## src/rtl/approx_bist_pkg.sv

```systemverilog
// Shared definitions for the approximate-adder self-test controller.
// Holds the sweep FSM state type and the width helpers that size the
// statistic accumulators so that a full exhaustive sweep cannot overflow.
package approx_bist_pkg;

    typedef enum logic [1:0] {
        ST_IDLE  = 2'd0,
        ST_RUN   = 2'd1,
        ST_DRAIN = 2'd2,
        ST_DONE  = 2'd3
    } bist_state_e;

    // Pair counters: 2^(2W) pairs need 2W+1 bits to hold the final count.
    function automatic int cnt_w(input int w);
        return 2 * w + 1;
    endfunction

    // Signed error sum: |e| < 2^(W+1) over 2^(2W) pairs, plus a sign bit.
    function automatic int err_sum_w(input int w);
        return 3 * w + 2;
    endfunction

    // Absolute error sum: same magnitude bound, unsigned.
    function automatic int abs_sum_w(input int w);
        return 3 * w + 1;
    endfunction

    // Squared error sum: e^2 < 2^(2W+2) over 2^(2W) pairs.
    function automatic int sq_sum_w(input int w);
        return 4 * w + 2;
    endfunction

endpackage

```

## src/rtl/bist_delay_line.sv

```systemverilog
// Fixed-depth delay line that keeps the exact sum and its valid flag aligned
// with the pipeline of the adder-under-test.
//   clk   : rising-edge clock
//   rst_n : synchronous active-low reset, clears every stage (and so every valid)
//   din   : {valid, exact_sum} entering the line
//   dout  : the same word DEPTH cycles later (DEPTH=0 passes straight through)
module bist_delay_line #(
    parameter int DEPTH = 1,
    parameter int DW    = 1
) (
    input  logic          clk,
    input  logic          rst_n,
    input  logic [DW-1:0] din,
    output logic [DW-1:0] dout
);

    generate
        if (DEPTH == 0) begin : g_wire
            assign dout = din;
        end else begin : g_pipe
            logic [DW-1:0] stage_r [DEPTH];

            // Shift register; stage 0 takes the new word each cycle.
            always_ff @(posedge clk) begin
                if (!rst_n) begin
                    for (int i = 0; i < DEPTH; i++) begin
                        stage_r[i] <= {DW{1'b0}};
                    end
                end else begin
                    stage_r[0] <= din;
                    for (int i = 1; i < DEPTH; i++) begin
                        stage_r[i] <= stage_r[i-1];
                    end
                end
            end

            assign dout = stage_r[DEPTH-1];
        end
    endgenerate

endmodule

```

## src/rtl/approx_adder_bist.sv

```systemverilog
// Built-in self-test controller for approximate adders. Sweeps every operand
// pair (b inner, a outer) into an external adder-under-test, compares its sum
// against the exact sum and accumulates error statistics on-chip.
//   clk, rst_n         : clock and synchronous active-low reset
//   start              : one-cycle pulse, accepted in IDLE or DONE
//   dut_a, dut_b       : registered operands to the adder-under-test
//   dut_sum            : approximate sum returned DUT_LAT cycles later
//   busy, done         : sweep in progress / results valid and final
//   total_cases        : number of pairs checked
//   err_count          : pairs with nonzero error
//   err_sum            : signed sum of (approx - exact)
//   abs_err_sum        : sum of |approx - exact|
//   sq_err_sum         : sum of (approx - exact)^2
//   max_abs_err        : largest |approx - exact|
module approx_adder_bist
    import approx_bist_pkg::*;
#(
    parameter int WIDTH   = 8,
    parameter int DUT_LAT = 0
) (
    input  logic                          clk,
    input  logic                          rst_n,
    input  logic                          start,
    output logic [WIDTH-1:0]              dut_a,
    output logic [WIDTH-1:0]              dut_b,
    input  logic [WIDTH:0]                dut_sum,
    output logic                          busy,
    output logic                          done,
    output logic [cnt_w(WIDTH)-1:0]       total_cases,
    output logic [cnt_w(WIDTH)-1:0]       err_count,
    output logic [err_sum_w(WIDTH)-1:0]   err_sum,
    output logic [abs_sum_w(WIDTH)-1:0]   abs_err_sum,
    output logic [sq_sum_w(WIDTH)-1:0]    sq_err_sum,
    output logic [WIDTH:0]                max_abs_err
);

    localparam int CNT_W   = cnt_w(WIDTH);
    localparam int ESUM_W  = err_sum_w(WIDTH);
    localparam int ASUM_W  = abs_sum_w(WIDTH);
    localparam int SQ_W    = sq_sum_w(WIDTH);
    localparam int PAIR_W  = 2 * WIDTH;
    localparam int E_W     = WIDTH + 2;
    localparam int DRAIN_W = (DUT_LAT > 1) ? $clog2(DUT_LAT) : 1;

    bist_state_e            state_r;
    bist_state_e            state_s;
    logic [PAIR_W-1:0]      pair_r;
    logic [DRAIN_W-1:0]     drain_cnt_r;
    logic                   accept_s;
    logic                   last_pair_s;
    logic                   drain_end_s;

    logic [WIDTH:0]         exact_s;
    logic                   run_vld_s;
    logic [WIDTH:0]         exact_dl_s;
    logic                   vld_dl_s;

    logic signed [E_W-1:0]  err_s;
    logic signed [E_W-1:0]  err_r;
    logic                   err_vld_r;
    logic [WIDTH:0]         abs_s;
    logic [2*WIDTH+1:0]     sq_s;

    logic                   busy_r;
    logic                   done_r;
    logic [CNT_W-1:0]       total_r;
    logic [CNT_W-1:0]       err_cnt_r;
    logic [ESUM_W-1:0]      err_sum_r;
    logic [ASUM_W-1:0]      abs_sum_r;
    logic [SQ_W-1:0]        sq_sum_r;
    logic [WIDTH:0]         max_abs_r;

    // Sweep position is a single 2W-bit counter: high half is a, low half b.
    assign dut_a       = pair_r[PAIR_W-1:WIDTH];
    assign dut_b       = pair_r[WIDTH-1:0];
    assign last_pair_s = (pair_r == {PAIR_W{1'b1}});
    assign drain_end_s = (drain_cnt_r == DRAIN_W'(DUT_LAT - 1));

    // Start is honoured only while no sweep is in flight.
    always_comb begin
        accept_s = 1'b0;
        if (start && ((state_r == ST_IDLE) || (state_r == ST_DONE))) begin
            accept_s = 1'b1;
        end else begin
            accept_s = 1'b0;
        end
    end

    // Next-state logic for the sweep FSM.
    always_comb begin
        state_s = state_r;
        case (state_r)
            ST_IDLE, ST_DONE: begin
                if (accept_s) begin
                    state_s = ST_RUN;
                end else begin
                    state_s = state_r;
                end
            end
            ST_RUN: begin
                if (last_pair_s) begin
                    state_s = (DUT_LAT > 0) ? ST_DRAIN : ST_DONE;
                end else begin
                    state_s = ST_RUN;
                end
            end
            ST_DRAIN: begin
                if (drain_end_s) begin
                    state_s = ST_DONE;
                end else begin
                    state_s = ST_DRAIN;
                end
            end
            default: state_s = ST_IDLE;
        endcase
    end

    // FSM state register.
    always_ff @(posedge clk) begin
        if (!rst_n) begin
            state_r <= ST_IDLE;
        end else begin
            state_r <= state_s;
        end
    end

    // Operand counter and drain counter; operands hold after the last pair.
    always_ff @(posedge clk) begin
        if (!rst_n) begin
            pair_r      <= {PAIR_W{1'b0}};
            drain_cnt_r <= {DRAIN_W{1'b0}};
        end else if (accept_s) begin
            pair_r      <= {PAIR_W{1'b0}};
            drain_cnt_r <= {DRAIN_W{1'b0}};
        end else if ((state_r == ST_RUN) && !last_pair_s) begin
            pair_r <= pair_r + PAIR_W'(1);
        end else if (state_r == ST_DRAIN) begin
            drain_cnt_r <= drain_cnt_r + DRAIN_W'(1);
        end
    end

    // Exact reference travels alongside the adder-under-test's pipeline.
    assign exact_s   = {1'b0, dut_a} + {1'b0, dut_b};
    assign run_vld_s = (state_r == ST_RUN);

    generate
        if (DUT_LAT > 0) begin : g_dly
            bist_delay_line #(
                .DEPTH (DUT_LAT),
                .DW    (WIDTH + 2)
            ) u_dly (
                .clk   (clk),
                .rst_n (rst_n),
                .din   ({run_vld_s, exact_s}),
                .dout  ({vld_dl_s, exact_dl_s})
            );
        end else begin : g_nodly
            assign vld_dl_s   = run_vld_s;
            assign exact_dl_s = exact_s;
        end
    endgenerate

    assign err_s = $signed({1'b0, dut_sum}) - $signed({1'b0, exact_dl_s});

    // Error sample stage: dut_sum is captured at the edge ending its cycle.
    always_ff @(posedge clk) begin
        if (!rst_n) begin
            err_vld_r <= 1'b0;
            err_r     <= {E_W{1'b0}};
        end else if (accept_s) begin
            err_vld_r <= 1'b0;
            err_r     <= {E_W{1'b0}};
        end else begin
            err_vld_r <= vld_dl_s;
            err_r     <= err_s;
        end
    end

    // |e| always fits in WIDTH+1 bits, so negate only the low bits.
    assign abs_s = err_r[E_W-1] ? (~err_r[WIDTH:0] + (WIDTH+1)'(1)) : err_r[WIDTH:0];
    assign sq_s  = {{(WIDTH+1){1'b0}}, abs_s} * {{(WIDTH+1){1'b0}}, abs_s};

    // Statistic accumulators, cleared on reset and on each accepted start.
    always_ff @(posedge clk) begin
        if (!rst_n || accept_s) begin
            total_r   <= {CNT_W{1'b0}};
            err_cnt_r <= {CNT_W{1'b0}};
            err_sum_r <= {ESUM_W{1'b0}};
            abs_sum_r <= {ASUM_W{1'b0}};
            sq_sum_r  <= {SQ_W{1'b0}};
            max_abs_r <= {(WIDTH+1){1'b0}};
        end else if (err_vld_r) begin
            total_r   <= total_r + CNT_W'(1);
            if (err_r != {E_W{1'b0}}) begin
                err_cnt_r <= err_cnt_r + CNT_W'(1);
            end
            err_sum_r <= err_sum_r + {{(ESUM_W-E_W){err_r[E_W-1]}}, err_r};
            abs_sum_r <= abs_sum_r + ASUM_W'(abs_s);
            sq_sum_r  <= sq_sum_r + SQ_W'(sq_s);
            if (abs_s > max_abs_r) begin
                max_abs_r <= abs_s;
            end
        end
    end

    // Status flags trail the FSM by one edge so done rises with the last
    // accumulation, not with the last sample.
    always_ff @(posedge clk) begin
        if (!rst_n) begin
            busy_r <= 1'b0;
            done_r <= 1'b0;
        end else begin
            busy_r <= accept_s || (state_r == ST_RUN) || (state_r == ST_DRAIN);
            done_r <= (state_r == ST_DONE) && !accept_s;
        end
    end

    assign busy        = busy_r;
    assign done        = done_r;
    assign total_cases = total_r;
    assign err_count   = err_cnt_r;
    assign err_sum     = err_sum_r;
    assign abs_err_sum = abs_sum_r;
    assign sq_err_sum  = sq_sum_r;
    assign max_abs_err = max_abs_r;

endmodule

```

## config.mk

```make
export PLATFORM = sky130hd
export DESIGN_NAME = approx_adder_bist
export DESIGN_NICKNAME = d
export VERILOG_FILES = /design/src/rtl/approx_bist_pkg.sv /design/src/rtl/bist_delay_line.sv /design/src/rtl/approx_adder_bist.sv
export SDC_FILE = /design/constraint.sdc
export NUM_CORES = 1
export LEC_CHECK = 0
export CELL_PAD_IN_SITES_DETAIL_PLACEMENT = 0
export CELL_PAD_IN_SITES_GLOBAL_PLACEMENT = 1
export CORE_ASPECT_RATIO = 1.5
export CORE_MARGIN = 3
export CORE_UTILIZATION = 42
export CTS_CLUSTER_SIZE = 14
export DETAILED_ROUTE_END_ITERATION = 6
export PLACE_DENSITY = 0.88
export SLEW_MARGIN = 20
export SYNTH_ARGS = -nofsm -noshare
export SYNTH_HDL_FRONTEND = slang
export SYNTH_SLANG_ARGS = --single-unit
```

## constraint.sdc

```tcl
create_clock -name clk -period 8.8 [get_ports clk]
set_input_delay 1.76 -clock clk [delete_from_list [all_inputs] [get_ports clk]]
set_output_delay 1.76 -clock clk [all_outputs]
set_load 0.02 [all_outputs]
```

# Word level (Yosys, flattened, before mapping)
# Index checks and enable logic that the tools add are counted.
[word_totals]
ff_bits = 160
elab_cells = 56
output_inout_bits = 146
[op_classes]
addsub = 10
bitwise = 3
order_cmp = 1
n_eq_ne = 5
mux = 6
n_mul = 1
n_reduce_logical = 17
[ops]
columns = ["cell", "n"]
rows = [
  ["$add 17x1->17 const B", 2],
  ["$add 34x18->34", 1],
  ["$add 26x26->26", 1],
  ["$add 25x9->25", 1],
  ["$mul 9x9->18", 1],
  ["$add 16x1->16 const B", 1],
  ["$eq 16x16->1 const B", 1],
  ["$reduce_bool 10->1", 1],
  ["$sub 9x9->10", 1],
  ["$add 8x8->9", 1],
  ["$add 9x1->9 const B", 1],
  ["$gt 9x9->1", 1],
  ["$mux 9", 1],
  ["$not 9->9", 1],
  ["$pmux 2 s3", 1],
  ["$reduce_and 2->1", 3],
  ["$eq 2x2->1 const B", 2],
  ["$logic_or 1x1->1", 4],
  ["$mux 2", 2],
  ["$reduce_or 2->1", 2],
  ["$logic_and 1x1->1", 3],
  ["$logic_not 1->1", 3],
  ["$eq 2x1->1 const B", 1],
  ["$logic_not 2->1", 1],
  ["4 further kinds", 6],
]

# Longest topological paths before layout
# Gate-level depths: netlist of the first run.
[depth]
word_depth = 6
depth_mapped = 26
ltp_nobuf = 25

# Least setup slack after synthesis of the first run
# No wires, ideal clock.
[synth_timing]
path_type = "flip-flop to flip-flop"
start = "reg err_r[0]"
end = "reg sq_sum_r[28] (netlist: sq_err_sum[28])"
path_buffers = 1
path_stages_with_launch = 26
arrival_ps = 6335
path_slack_ps = 2395
cell_sequence = "dfxtp_1 -> clkinv_1 -> ha_1 -> nor2b_1 -> nand2_1 -> nand2_1 -> xor2_1 -> inv_2 -> nand2_1 -> inv_1 -> fa_1 -> fa_1 -> fa_1 -> fa_1 -> inv_1 -> fa_1 -> inv_1 -> ha_1 -> inv_1 -> o221a_2 -> o211ai_2 -> a211oi_1 -> or2_1 -> buf_2 -> or4_1 -> a21oi_1"
[synth_via]
elab_chain_cells = 5
[synth_lines]
columns = ["item", "line", "text"]
rows = [
  ["start: declaration", "approx_adder_bist.sv:59", "logic signed [E_W-1:0] err_r;"],
  ["start signal: assignment", "approx_adder_bist.sv:169", "err_r <= {E_W{1'b0}};"],
  ["start signal: assignment", "approx_adder_bist.sv:172", "err_r <= {E_W{1'b0}};"],
  ["start signal: assignment", "approx_adder_bist.sv:175", "err_r <= err_s;"],
  ["$not 9->9", "approx_adder_bist.sv:180", "assign abs_s = err_r[E_W-1] ? (~err_r[WIDTH:0] + (WIDTH+1)'(1)) : err_r[WIDTH:0];"],
  ["$add 9x1->9", "approx_adder_bist.sv:180", ""],
  ["$mux 9", "approx_adder_bist.sv:180", ""],
  ["named net abs_s[6]", "approx_adder_bist.sv:61", "logic [WIDTH:0] abs_s;"],
  ["$mul 9x9->18", "approx_adder_bist.sv:181", "assign sq_s = {{(WIDTH+1){1'b0}}, abs_s} * {{(WIDTH+1){1'b0}}, abs_s};"],
  ["$add 34x18->34", "approx_adder_bist.sv:199", "sq_sum_r <= sq_sum_r + SQ_W'(sq_s);"],
  ["end signal: assignment", "approx_adder_bist.sv:190", "sq_sum_r <= {SQ_W{1'b0}};"],
  ["end signal: assignment", "approx_adder_bist.sv:199", ""],
  ["end: declaration", "approx_adder_bist.sv:70", "logic [SQ_W-1:0] sq_sum_r;"],
]
# The timed path passes the listed nets, and every way through them passes these cells.
# A chain may end at the register's enable or synchronous reset.

# Worst setup path in the final report of the first run
[layout_timing]
start = "reg err_r[0]"
end = "reg sq_sum_r[29] (netlist: sq_err_sum[29])"
# The elaborated chain is that of the path after synthesis.

==> results of run 1 <==
[cell type report]
type                    count  area [um2]  area share, %
clock buffers              19       452.9          3.263
multi-input cells        1031        7521          54.18
inverters                 146       548.0          3.948
flip-flops and latches    160        3204          23.08
well taps                 337       421.7          3.038
clock inverters            13       116.4         0.8383
repair buffers            163        1617          11.65
[state kept, by name, summed over array words and instances, names as in the netlist, 2 cells and up]
| name | flops |
|---|---|
| err_count | 17 |
| sq_err_sum | 34 |
| state_r | 2 |
| pair_r | 16 |
| max_abs_err | 9 |
| err_r | 10 |
| abs_err_sum | 25 |
| total_cases | 17 |
| err_sum | 26 |
[worst max-delay path by stage]
stage | end | slack, ns | depth (start not counted)
2_1_floorplan | sq_err_sum[28]$_SDFFE_PP0P_ | 2.39 | 25
3_3_place_gp | sq_err_sum[29]$_SDFFE_PP0P_ | 1.62 | 23
3_5_place_dp | sq_err_sum[29]$_SDFFE_PP0P_ | 1.29 | 23
4_1_cts | sq_err_sum[29]$_SDFFE_PP0P_ | 1.26 | 23
5_1_grt | sq_err_sum[29]$_SDFFE_PP0P_ | 0.94 | 24
6_report | sq_err_sum[29]$_SDFFE_PP0P_ | 1.39 | 23
[worst register-to-register path, stage by stage (launching register included)]
cell and delay (ns):
sky130_fd_sc_hd__dfxtp_1 0.63, sky130_fd_sc_hd__clkinv_1 0.41, sky130_fd_sc_hd__ha_1 0.33, sky130_fd_sc_hd__nor2b_1 0.16
sky130_fd_sc_hd__nand2_1 0.08, sky130_fd_sc_hd__nand2_1 0.06, sky130_fd_sc_hd__xor2_1 0.44, sky130_fd_sc_hd__inv_2 0.23
sky130_fd_sc_hd__nand2_1 0.16, sky130_fd_sc_hd__inv_1 0.07, sky130_fd_sc_hd__fa_1 0.47, sky130_fd_sc_hd__fa_1 0.52
sky130_fd_sc_hd__fa_1 0.52, sky130_fd_sc_hd__fa_1 0.55, sky130_fd_sc_hd__inv_1 0.05, sky130_fd_sc_hd__fa_1 0.50
sky130_fd_sc_hd__inv_1 0.04, sky130_fd_sc_hd__ha_1 0.34, sky130_fd_sc_hd__and4_1 0.24, sky130_fd_sc_hd__nand3_1 0.09
sky130_fd_sc_hd__o21ai_1 0.29, sky130_fd_sc_hd__a41oi_2 0.40, sky130_fd_sc_hd__or4_1 0.61, sky130_fd_sc_hd__a21oi_1 0.15
[where the power goes]
part / internal (W) / leakage [nW] / switching, W
sequential: 0.000764 / 1.29 / 0.0000429
clock: 0.000388 / 0.282 / 0.000344
combinational: 0.000421 / 4.18 / 0.000725
[cell usage after synthesis (7+ instances only)]
| cell type | number |
|---|---|
| sky130_fd_sc_hd__a211oi_1 | 24 |
| sky130_fd_sc_hd__a21o_1 | 23 |
| sky130_fd_sc_hd__a21oi_1 | 80 |
| sky130_fd_sc_hd__and2_1 | 8 |
| sky130_fd_sc_hd__and3_1 | 25 |
| sky130_fd_sc_hd__and4_1 | 14 |
| sky130_fd_sc_hd__clkbuf_1 | 36 |
| sky130_fd_sc_hd__dfxtp_1 | 160 |
| sky130_fd_sc_hd__fa_1 | 55 |
| sky130_fd_sc_hd__ha_1 | 102 |
| sky130_fd_sc_hd__inv_1 | 144 |
| sky130_fd_sc_hd__mux2i_1 | 25 |
| sky130_fd_sc_hd__nand2_1 | 101 |
| sky130_fd_sc_hd__nand2b_1 | 8 |
| sky130_fd_sc_hd__nand3_1 | 42 |
| sky130_fd_sc_hd__nand4_1 | 29 |
| sky130_fd_sc_hd__nor2_1 | 185 |
| sky130_fd_sc_hd__nor2b_1 | 9 |
| sky130_fd_sc_hd__nor3_1 | 18 |
| sky130_fd_sc_hd__o21ai_0 | 59 |
| sky130_fd_sc_hd__o22ai_1 | 9 |
| sky130_fd_sc_hd__o31ai_1 | 9 |
| sky130_fd_sc_hd__or3_1 | 15 |
| sky130_fd_sc_hd__or4_1 | 7 |
| sky130_fd_sc_hd__xnor2_1 | 55 |
| sky130_fd_sc_hd__xor2_1 | 62 |
[routing by layer]
layer	global-route usage, %	vias up
met1	23.17	4777
li1	-	4989
met3	3.725	54
met2	37.04	186
met4	8.425	0
met5	0	-
[cell usage in the layout, fill, tap and decap left out, types with 15 or more instances in the layout]
master                              n
sky130_fd_sc_hd__a211oi_1          24
sky130_fd_sc_hd__a21o_1            23
sky130_fd_sc_hd__a21oi_1           80
sky130_fd_sc_hd__and3_1            25
sky130_fd_sc_hd__clkbuf_16         17
sky130_fd_sc_hd__clkdlybuf4s50_1  157
sky130_fd_sc_hd__dfxtp_1          159
sky130_fd_sc_hd__fa_1              55
sky130_fd_sc_hd__ha_1             102
sky130_fd_sc_hd__inv_1            144
sky130_fd_sc_hd__mux2i_1           25
sky130_fd_sc_hd__nand2_1          100
sky130_fd_sc_hd__nand3_1           42
sky130_fd_sc_hd__nand4_1           29
sky130_fd_sc_hd__nor2_1           184
sky130_fd_sc_hd__nor3_1            18
sky130_fd_sc_hd__o21ai_0           59
sky130_fd_sc_hd__or3_1             15
sky130_fd_sc_hd__xnor2_1           55
sky130_fd_sc_hd__xor2_1            62
[through the flow]
stage	setup WS [ns]	cell area, um2
final	1.391	13880
after detailed placement	1.292	13290
after floorplan	2.395	11420
after global routing	0.9411	13880
after CTS	1.264	13860
after global placement	1.625	13290
[cell families after synthesis]
logic type                 after synthesis
and+or+nand+nor                        477
AOI/OAI and AO/OA                      255
xor gates and xnor gates               117
buffers and inverters                  192
adders and majority gates              157
DFF                                    160
muxes                                   25
==> impl_summary.txt, run 1 <==
----------------------------------------------------
[Route]
  Met2 WL ... 15770 um
  Drt pass-1 iters ... 7
  DRT iter0 DRCs ... 389
  Routed length on met1 ... 12100 um
  Uppermost signal routing layer after detailed routing ... met4
  Per-cell routed wire length ... 16.05 um
  Remaining antenna violation count ... 0
  Vias after detailed routing ... 10.01k
  Remaining routing DRC violations ... 0
  Met3 routed wirelength ... around 1100 um
  Final wirelength ... between 20000 and 30000 um
  Via-to-Cell Ratio ... 5.354

[Logic synthesis]
  Yosys cell types ... 61
  Count of flip-flops with a built-in enable after synthesis ... 0
  Dominant combinational cell family by area after synthesis ... adder cells
  Leading cell types by total area after synthesis ... sky130_fd_sc_hd__dfxtp_1 (28%), sky130_fd_sc_hd__ha_1 (11%), sky130_fd_sc_hd__fa_1 (9.6%)
  Net Count, Synth ... around 1.6k
  Gate count after technology mapping ... 1383
  Yosys warnings ... 0
  Synthesized-area fraction occupied by xor and xnor cells ... 8.971%
  Number of storage elements in the synthesis netlist ... 160
  Share of the synthesized area in compound gates (AO/OA/AOI/OAI) ... 13.90%
  Share of synthesized cell area in and, or, nand and nor gates ... between 15 and 20%
  Average cell area after synthesis ... between 8 and 9 um2
  Share of flip-flops with an asynchronous set or reset ... 0%
  Synth Cell Area ... around 11000 um2
  Biggest area consumer among synthesized cells ... sky130_fd_sc_hd__dfxtp_1
  Synth Flop Type ... sky130_fd_sc_hd__dfxtp_1
  Post-synthesis mux area share ... 2.191%
  Sequential fraction of the synthesis area ... around 28%
  Adder and majority cell fraction of the synthesized area ... 20.81%
  Area share of the leading cell type in the synthesized netlist ... 28.04%

[Cells and area]
  Filler instances ... 2611
  Number of inserted diodes ... 0
  Final standard cell utilization of the core ... 52.05%
  Proportion of layout cells with a drive suffix above 1 ... 3.525%
  Number of standard cells in the final layout excluding fillers ... ~1.9k
  Final net count ... 1688
  Layout-stage area growth over the synthesis result ... 21.52%

[Critical path]
  Critical path buffer and inverter count ... 5
  Arrival time of data at the critical path endpoint ... 7.76 ns
  Top delay family on crit path ... adder cells
  Cells along the critical path ... clkinv_1 -> ha_1 -> nor2b_1 -> nand2_1 -> nand2_1 -> xor2_1 -> inv_2 -> nand2_1 -> inv_1 -> fa_1 -> fa_1 -> fa_1 -> fa_1 -> inv_1 -> fa_1 -> inv_1 -> ha_1 -> and4_1 -> nand3_1 -> o21ai_1 -> a41oi_2 -> or4_1 -> a21oi_1
  Cell with the largest stage delay on the worst path ... sky130_fd_sc_hd__dfxtp_1
  Worst r2r dst ... sq_err_sum[29]$_SDFFE_PP0P_
  Slack of the worst reg-to-reg path ... 1.39 ns
  Type of the setup path with the least slack ... flop to flop
  Most repeated library cell on the critical path ... sky130_fd_sc_hd__fa_1
  Critical-path maximum fanout ... 16
  Launching element type of the critical path ... flop
  Required time at the endpoint of the critical path ... 9.15 ns
  Sort of element at the end of the critical path ... flop
  Slowest cell delay on critical path ... 0.63 ns
  RR Startpoint ... err_r[0]$_SDFF_PP0_
  Depth of the most critical reg-to-reg path ... 23
  First element of the critical path ... err_r[0]$_SDFF_PP0_

[Global route]
  Initial antenna violation count ... 0
  Vias in the first global route ... between 9k and 10k
  Overall global routing resource usage ... 20.37%
  Largest net degree at the start of global routing ... slightly below 90
  GRT overflow ... 0
  First-pass GRT wire length ... approximately 50000 um

[Clock tree]
  Clock tree from TritonCTS ... yes
  Clock buffers created by TritonCTS ... 17
  Hold buffer count at cts ... 0
  Clock insertion delay at the later pin of the skew report ... between 0.4 and 0.5 ns
  Clock input transition at the sequential cells of the worst setup and hold paths ... 0.07 ns
  Total of cells resized after clock tree synthesis ... 0
  # Post-CTS Setup Buffers ... 0
  Number of clock sinks ... 160
  Depth of the CTS H-tree ... 4
  Root buffer cell ... sky130_fd_sc_hd__clkbuf_16
  Max clock buf depth ... 2

[Placed design]
  Number of placed cells counting well taps ... between 1.5k and 2k
  IO buf count ... 157
  Detailed placement HPWL ... about 23000 um
  Final weighted congestion of routability-driven global placement ... 0.9472

[Timing]
  Final hold slack ... between 0.4 and 0.5 ns
  Worst slew slack as a fraction of its limit ... 33.26%
  Maximum operating frequency ... 0.1350 GHz
  Count of final hold-check violations ... 0
  Final critical-path required period ... 7.409 ns
  Number of endpoints failing setup at the final stage ... 0
  Slew of the pin with the lowest slew margin ... 1.001 ns
  Number of max-slew violations in the final report ... 0
  Final period utilization ... 84.19%
  Final setup skew ... 0.01131 ns
  Setup TNS after final layout ... 0 ns
  Setup repair after global routing missed its margin ... false

[Flow run]
  Maximum capacitance violations ... 0

[Power and ir drop]
  Peak supply drop ... approximately 0.00015 V
  Overall power of the completed layout ... 0.002685 W
  Power Dens Cells ... 193.5 nW/um2
  Leakage power total ... between 5 and 6 nW

[Die]
  Die area ... 29250 um2
  Number of top-level design ports ... 158
  Die outline width ... 140.7 um
  Row count ... 73
  Effective utilization at floorplan ... 42.83%
  Die span in y ... 208.0 um
  Core area ... 26670 um2

[Min path]
  Launch instance of the worst min-delay path ... err_sum[21]$_SDFFE_PP0P_
  Worst Hold Path EP ... err_sum[21]$_SDFFE_PP0P_
  Worst hold-check path type ... flop to flop
  Number of instances on the worst hold path ... 2

[Status]
  Status ... complete, no violations

----------------------------------------------------
Power figures use the tool's default switching activity.
==> run 2: changes to the inputs <==
- CORE_UTILIZATION: 42 -> 38
- PLACE_DENSITY: 0.88 -> 0.84
- clock period: 8.8 -> 6.5 ns (I/O delays scaled with it)
==> run 2 against run 1 <==
Maximum frequency up 20%. Final area rose by 2.2%. Wire length up 1.8%. Clock skew about the same. Die area grew 10%. First-iteration DRC count up 27%. Total power grew 40%. Clock-buffer cell count shrank 1. Worst setup slack lost 1.1 ns. Flip-flop and latch count is the same. Critical endpoint is now sq_err_sum[28]$_SDFFE_PP0P_. Highest routed layer unchanged.
==> impl_summary.txt, run 2 (synthesis results as in run 1) <==
----------------------------------------------------
[Status]
  Status ... complete, no violations

[Global route]
  Initial antenna violation count ... 0 (unchanged)
  GRT overflow ... 0 (unchanged)
  Vias in the first global route ... 10.08k (+3.4%)
  Largest net degree at the start of global routing ... 86 (-1.1%)
  Overall global routing resource usage ... 19.23% (-1.1 points)
  First-pass GRT wire length ... 50020 um (+2.7%)

[Clock tree]
  Max clock buf depth ... 2 (unchanged)
  Clock insertion delay at the later pin of the skew report ... 0.45 ns (about the same)
  # Post-CTS Setup Buffers ... 0 (unchanged)
  Clock tree from TritonCTS ... yes
  Number of clock sinks ... 160 (unchanged)
  Clock input transition at the sequential cells of the worst setup and hold paths ... 0.07 ns (about the same)
  Depth of the CTS H-tree ... 4 (unchanged)
  Clock buffers created by TritonCTS ... 17 (unchanged)
  Root buffer cell ... sky130_fd_sc_hd__clkbuf_16

[Placed design]
  Detailed placement HPWL ... 23720 um (+3.9%)
  IO buf count ... 157 (unchanged)
  Worst slack after detailed placement ... 0.06269 ns (-1.229 ns)
  Final weighted congestion of routability-driven global placement ... 0.8820 (-6.9%)

[Power and ir drop]
  Switching fraction of total power ... 40.25% (-1.1 points)
  Gate power share ... 42.9% (+0.2 points)
  Switching power total ... 0.001516 W (+36%)
  Peak supply drop ... 0.0002642 V (+72%)
  Power Dens Cells ... 265.4 nW/um2 (+37%)
  Clock network power share ... 28.1% (+0.9 points)
  Sequential power share ... 29.0% (-1.1 points)
  Int Power ... 0.002250 W (+43%)
  Leakage power total ... 5.869 nW (+2.0%)

[Critical path]
  RR Startpoint ... err_r[1]$_SDFF_PP0_
  Cell with the largest stage delay on the worst path ... sky130_fd_sc_hd__fa_1
  Slowest cell delay on critical path ... 0.58 ns (-0.05 ns)
  Depth of the most critical reg-to-reg path ... 23 (unchanged)
  Launching element type of the critical path ... flop
  Cells along the critical path ... inv_1 -> ha_1 -> nand2_1 -> a21boi_1 -> buf_4 -> inv_1 -> nand2_1 -> fa_1 -> inv_1 -> fa_1 -> inv_1 -> fa_1 -> inv_1 -> fa_1 -> fa_1 -> ha_1 -> and4_4 -> nand2_1 -> o211ai_2 -> a211oi_1 -> or2_4 -> or4_1 -> a21oi_1
  Sort of element at the end of the critical path ... flop
  Slack of the worst reg-to-reg path ... 0.33 ns (-1.06 ns)
  Critical-path maximum fanout ... 9 (-7)
  Required time at the endpoint of the critical path ... 6.87 ns (-2.28 ns)
  Arrival time of data at the critical path endpoint ... 6.54 ns (-1.22 ns)
  Type of the setup path with the least slack ... flop to flop
  Worst r2r dst ... sq_err_sum[28]$_SDFFE_PP0P_

[Die]
  Die area ... 32220 um2 (+10%)
  Effective utilization at floorplan ... 38.62% (-4.2 points)
  Die span in y ... 218.3 um (+5.0%)
  Die outline width ... 147.6 um (+4.9%)
  Number of top-level design ports ... 158 (unchanged)
  Core area ... 29580 um2 (+11%)
  Row count ... 77 (+5.5%)

[Min path]
  Worst Hold Path EP ... err_sum[23]$_SDFFE_PP0P_
  Launch instance of the worst min-delay path ... err_sum[23]$_SDFFE_PP0P_
  Worst hold-check path type ... flop to flop
  Number of instances on the worst hold path ... 2 (unchanged)

[Cells and area]
  Most used cells in the layout excluding fill and tap cells ... sky130_fd_sc_hd__nor2_1 (183), sky130_fd_sc_hd__dfxtp_1 (158), sky130_fd_sc_hd__clkdlybuf4s50_1 (157), sky130_fd_sc_hd__inv_1 (143)
  Number of inserted diodes ... 0 (unchanged)
  Commonest non-fill, non-tap cell in the layout ... sky130_fd_sc_hd__nor2_1
  Proportion of layout cells with a drive suffix above 1 ... 5.480% (+2.0 points)
  Final net count ... 1707 (+1.1%)
  Footprint of the flip-flops and latches ... 3206 um2 (about the same)
  Multi-input combinational cell area ... 7575 um2 (+0.72%)
  Layout-stage area growth over the synthesis result ... 24.23%
  Filler instances ... 2922 (+12%)
  Number of flip-flops in the largest register ... 34 (unchanged)

[Route]
  Per-cell routed wire length ... 15.69 um (-2.2%)
  Drt pass-1 iters ... 5 (-2)
  Remaining routing DRC violations ... 0 (unchanged)
  Via-to-Cell Ratio ... 5.177 (-3.3%)
  Final wirelength ... 30530 um (+1.8%)
  Remaining antenna violation count ... 0 (unchanged)
  DRT iter0 DRCs ... 494 (+27%)
  Vias after detailed routing ... 10.08k (+0.69%)

[Flow run]
  Maximum capacitance violations ... 0 (unchanged)

[Timing]
  Final worst slack ... 0.3311 ns (-1.060 ns)
  Final setup skew ... 0.01120 ns (-0.0001087 ns)
  Number of max-slew violations in the final report ... 0 (unchanged)
  Maximum operating frequency ... 0.1621 GHz (+20%)
  Final critical-path required period ... 6.169 ns (-1.240 ns)
  Setup repair after global routing missed its margin ... false
  Count of final hold-check violations ... 0 (unchanged)
  Worst slew slack as a fraction of its limit ... 38.73% (+5.5 points)
  Number of endpoints failing setup at the final stage ... 0 (unchanged)
  Setup TNS after final layout ... 0 ns (unchanged)
  Slew of the pin with the lowest slew margin ... 0.9191 ns (-0.08207 ns)
  Final period utilization ... 94.91% (+11 points)

----------------------------------------------------
run 2: cell types whose count changed in the layout (fill, tap and decap cells not counted), sizes merged:
cell,delta
clkinv,-2
clkinvlp,+1
buf,+19
clkbuf,-1
bufinv,+2
run 2: power by group through the flow:
stage | Clock, W | Combinational [W] | Sequential, W
3_3_place_gp | 0 | 0.00157 | 0.00111
2_1_floorplan | 0 | 0.00112 | 0.00114
6_report | 0.00106 | 0.00162 | 0.00109
3_5_place_dp | 0 | 0.00159 | 0.00111
5_1_grt | 0.00113 | 0.00184 | 0.00110
4_1_cts | 0.00109 | 0.00159 | 0.00109
run 2: how the worst max path moves through the flow:
stage	depth (start not counted)	startpoint	end	slack, ns
after floorplan	25	err_r[0]$_SDFF_PP0_	sq_err_sum[28]$_SDFFE_PP0P_	0.09
after global routing	23	err_r[1]$_SDFF_PP0_	sq_err_sum[28]$_SDFFE_PP0P_	0.01
final	23	err_r[1]$_SDFF_PP0_	sq_err_sum[28]$_SDFFE_PP0P_	0.33
after global placement	21	err_r[1]$_SDFF_PP0_	sq_err_sum[28]$_SDFFE_PP0P_	0.18
after detailed placement	21	err_r[1]$_SDFF_PP0_	sq_err_sum[28]$_SDFFE_PP0P_	0.06
after CTS	21	err_r[1]$_SDFF_PP0_	sq_err_sum[28]$_SDFFE_PP0P_	0.04
run 2: what timing repair did:
item	CTS	global route
hold endpoints to repair	0	0
endpoints found under the setup margin	0	18
hold buffers	0	0
resized for setup	0	16
run 2: critical path: cells and delay by family (launching register included):
family / cells / cell delay (ns)
adders and majority gates: 7 / 2.90
and+or+nand+nor: 6 / 1.36
AOI/OAI and AO/OA: 4 / 0.84
buffers and inverters: 6 / 0.63
DFF: 1 / 0.37
run 2: cell type report:
type | instances | area share [%]
Inverter | 146 | 3.862
Multi-Input combinational cell | 1031 | 53.38
Tap cell | 395 | 3.483
Clock buffer | 18 | 3.095
Clock inverter | 14 | 1.190
Timing Repair Buffer | 182 | 12.40
Sequential cell | 160 | 22.59
run 2: per-stage QoR:
stage	util (%)	hold WS, ns	total power, W	cells	instance area [um2]
after floorplan	-	0.4852	0.002255	1383	11420
after global placement	45.67	0.4751	0.002678	1914	13510
after detailed placement	45.67	0.4825	0.002700	1914	13510
after CTS	47.72	0.4917	0.003776	1946	14110
after global routing	47.98	0.5197	0.004071	1946	14190
final	47.98	0.4858	0.003766	1946	14190
run 2: layer usage:
metal | vias up | global-route usage (%) | part of all wire, %
li1 | 5020 | - | -
met1 | 4807 | 21.20 | 40
met2 | 187 | 35.29 | 53
met3 | 61 | 3.962 | 3.7
met4 | 0 | 8.613 | 3.6
met5 | - | 0 | 0
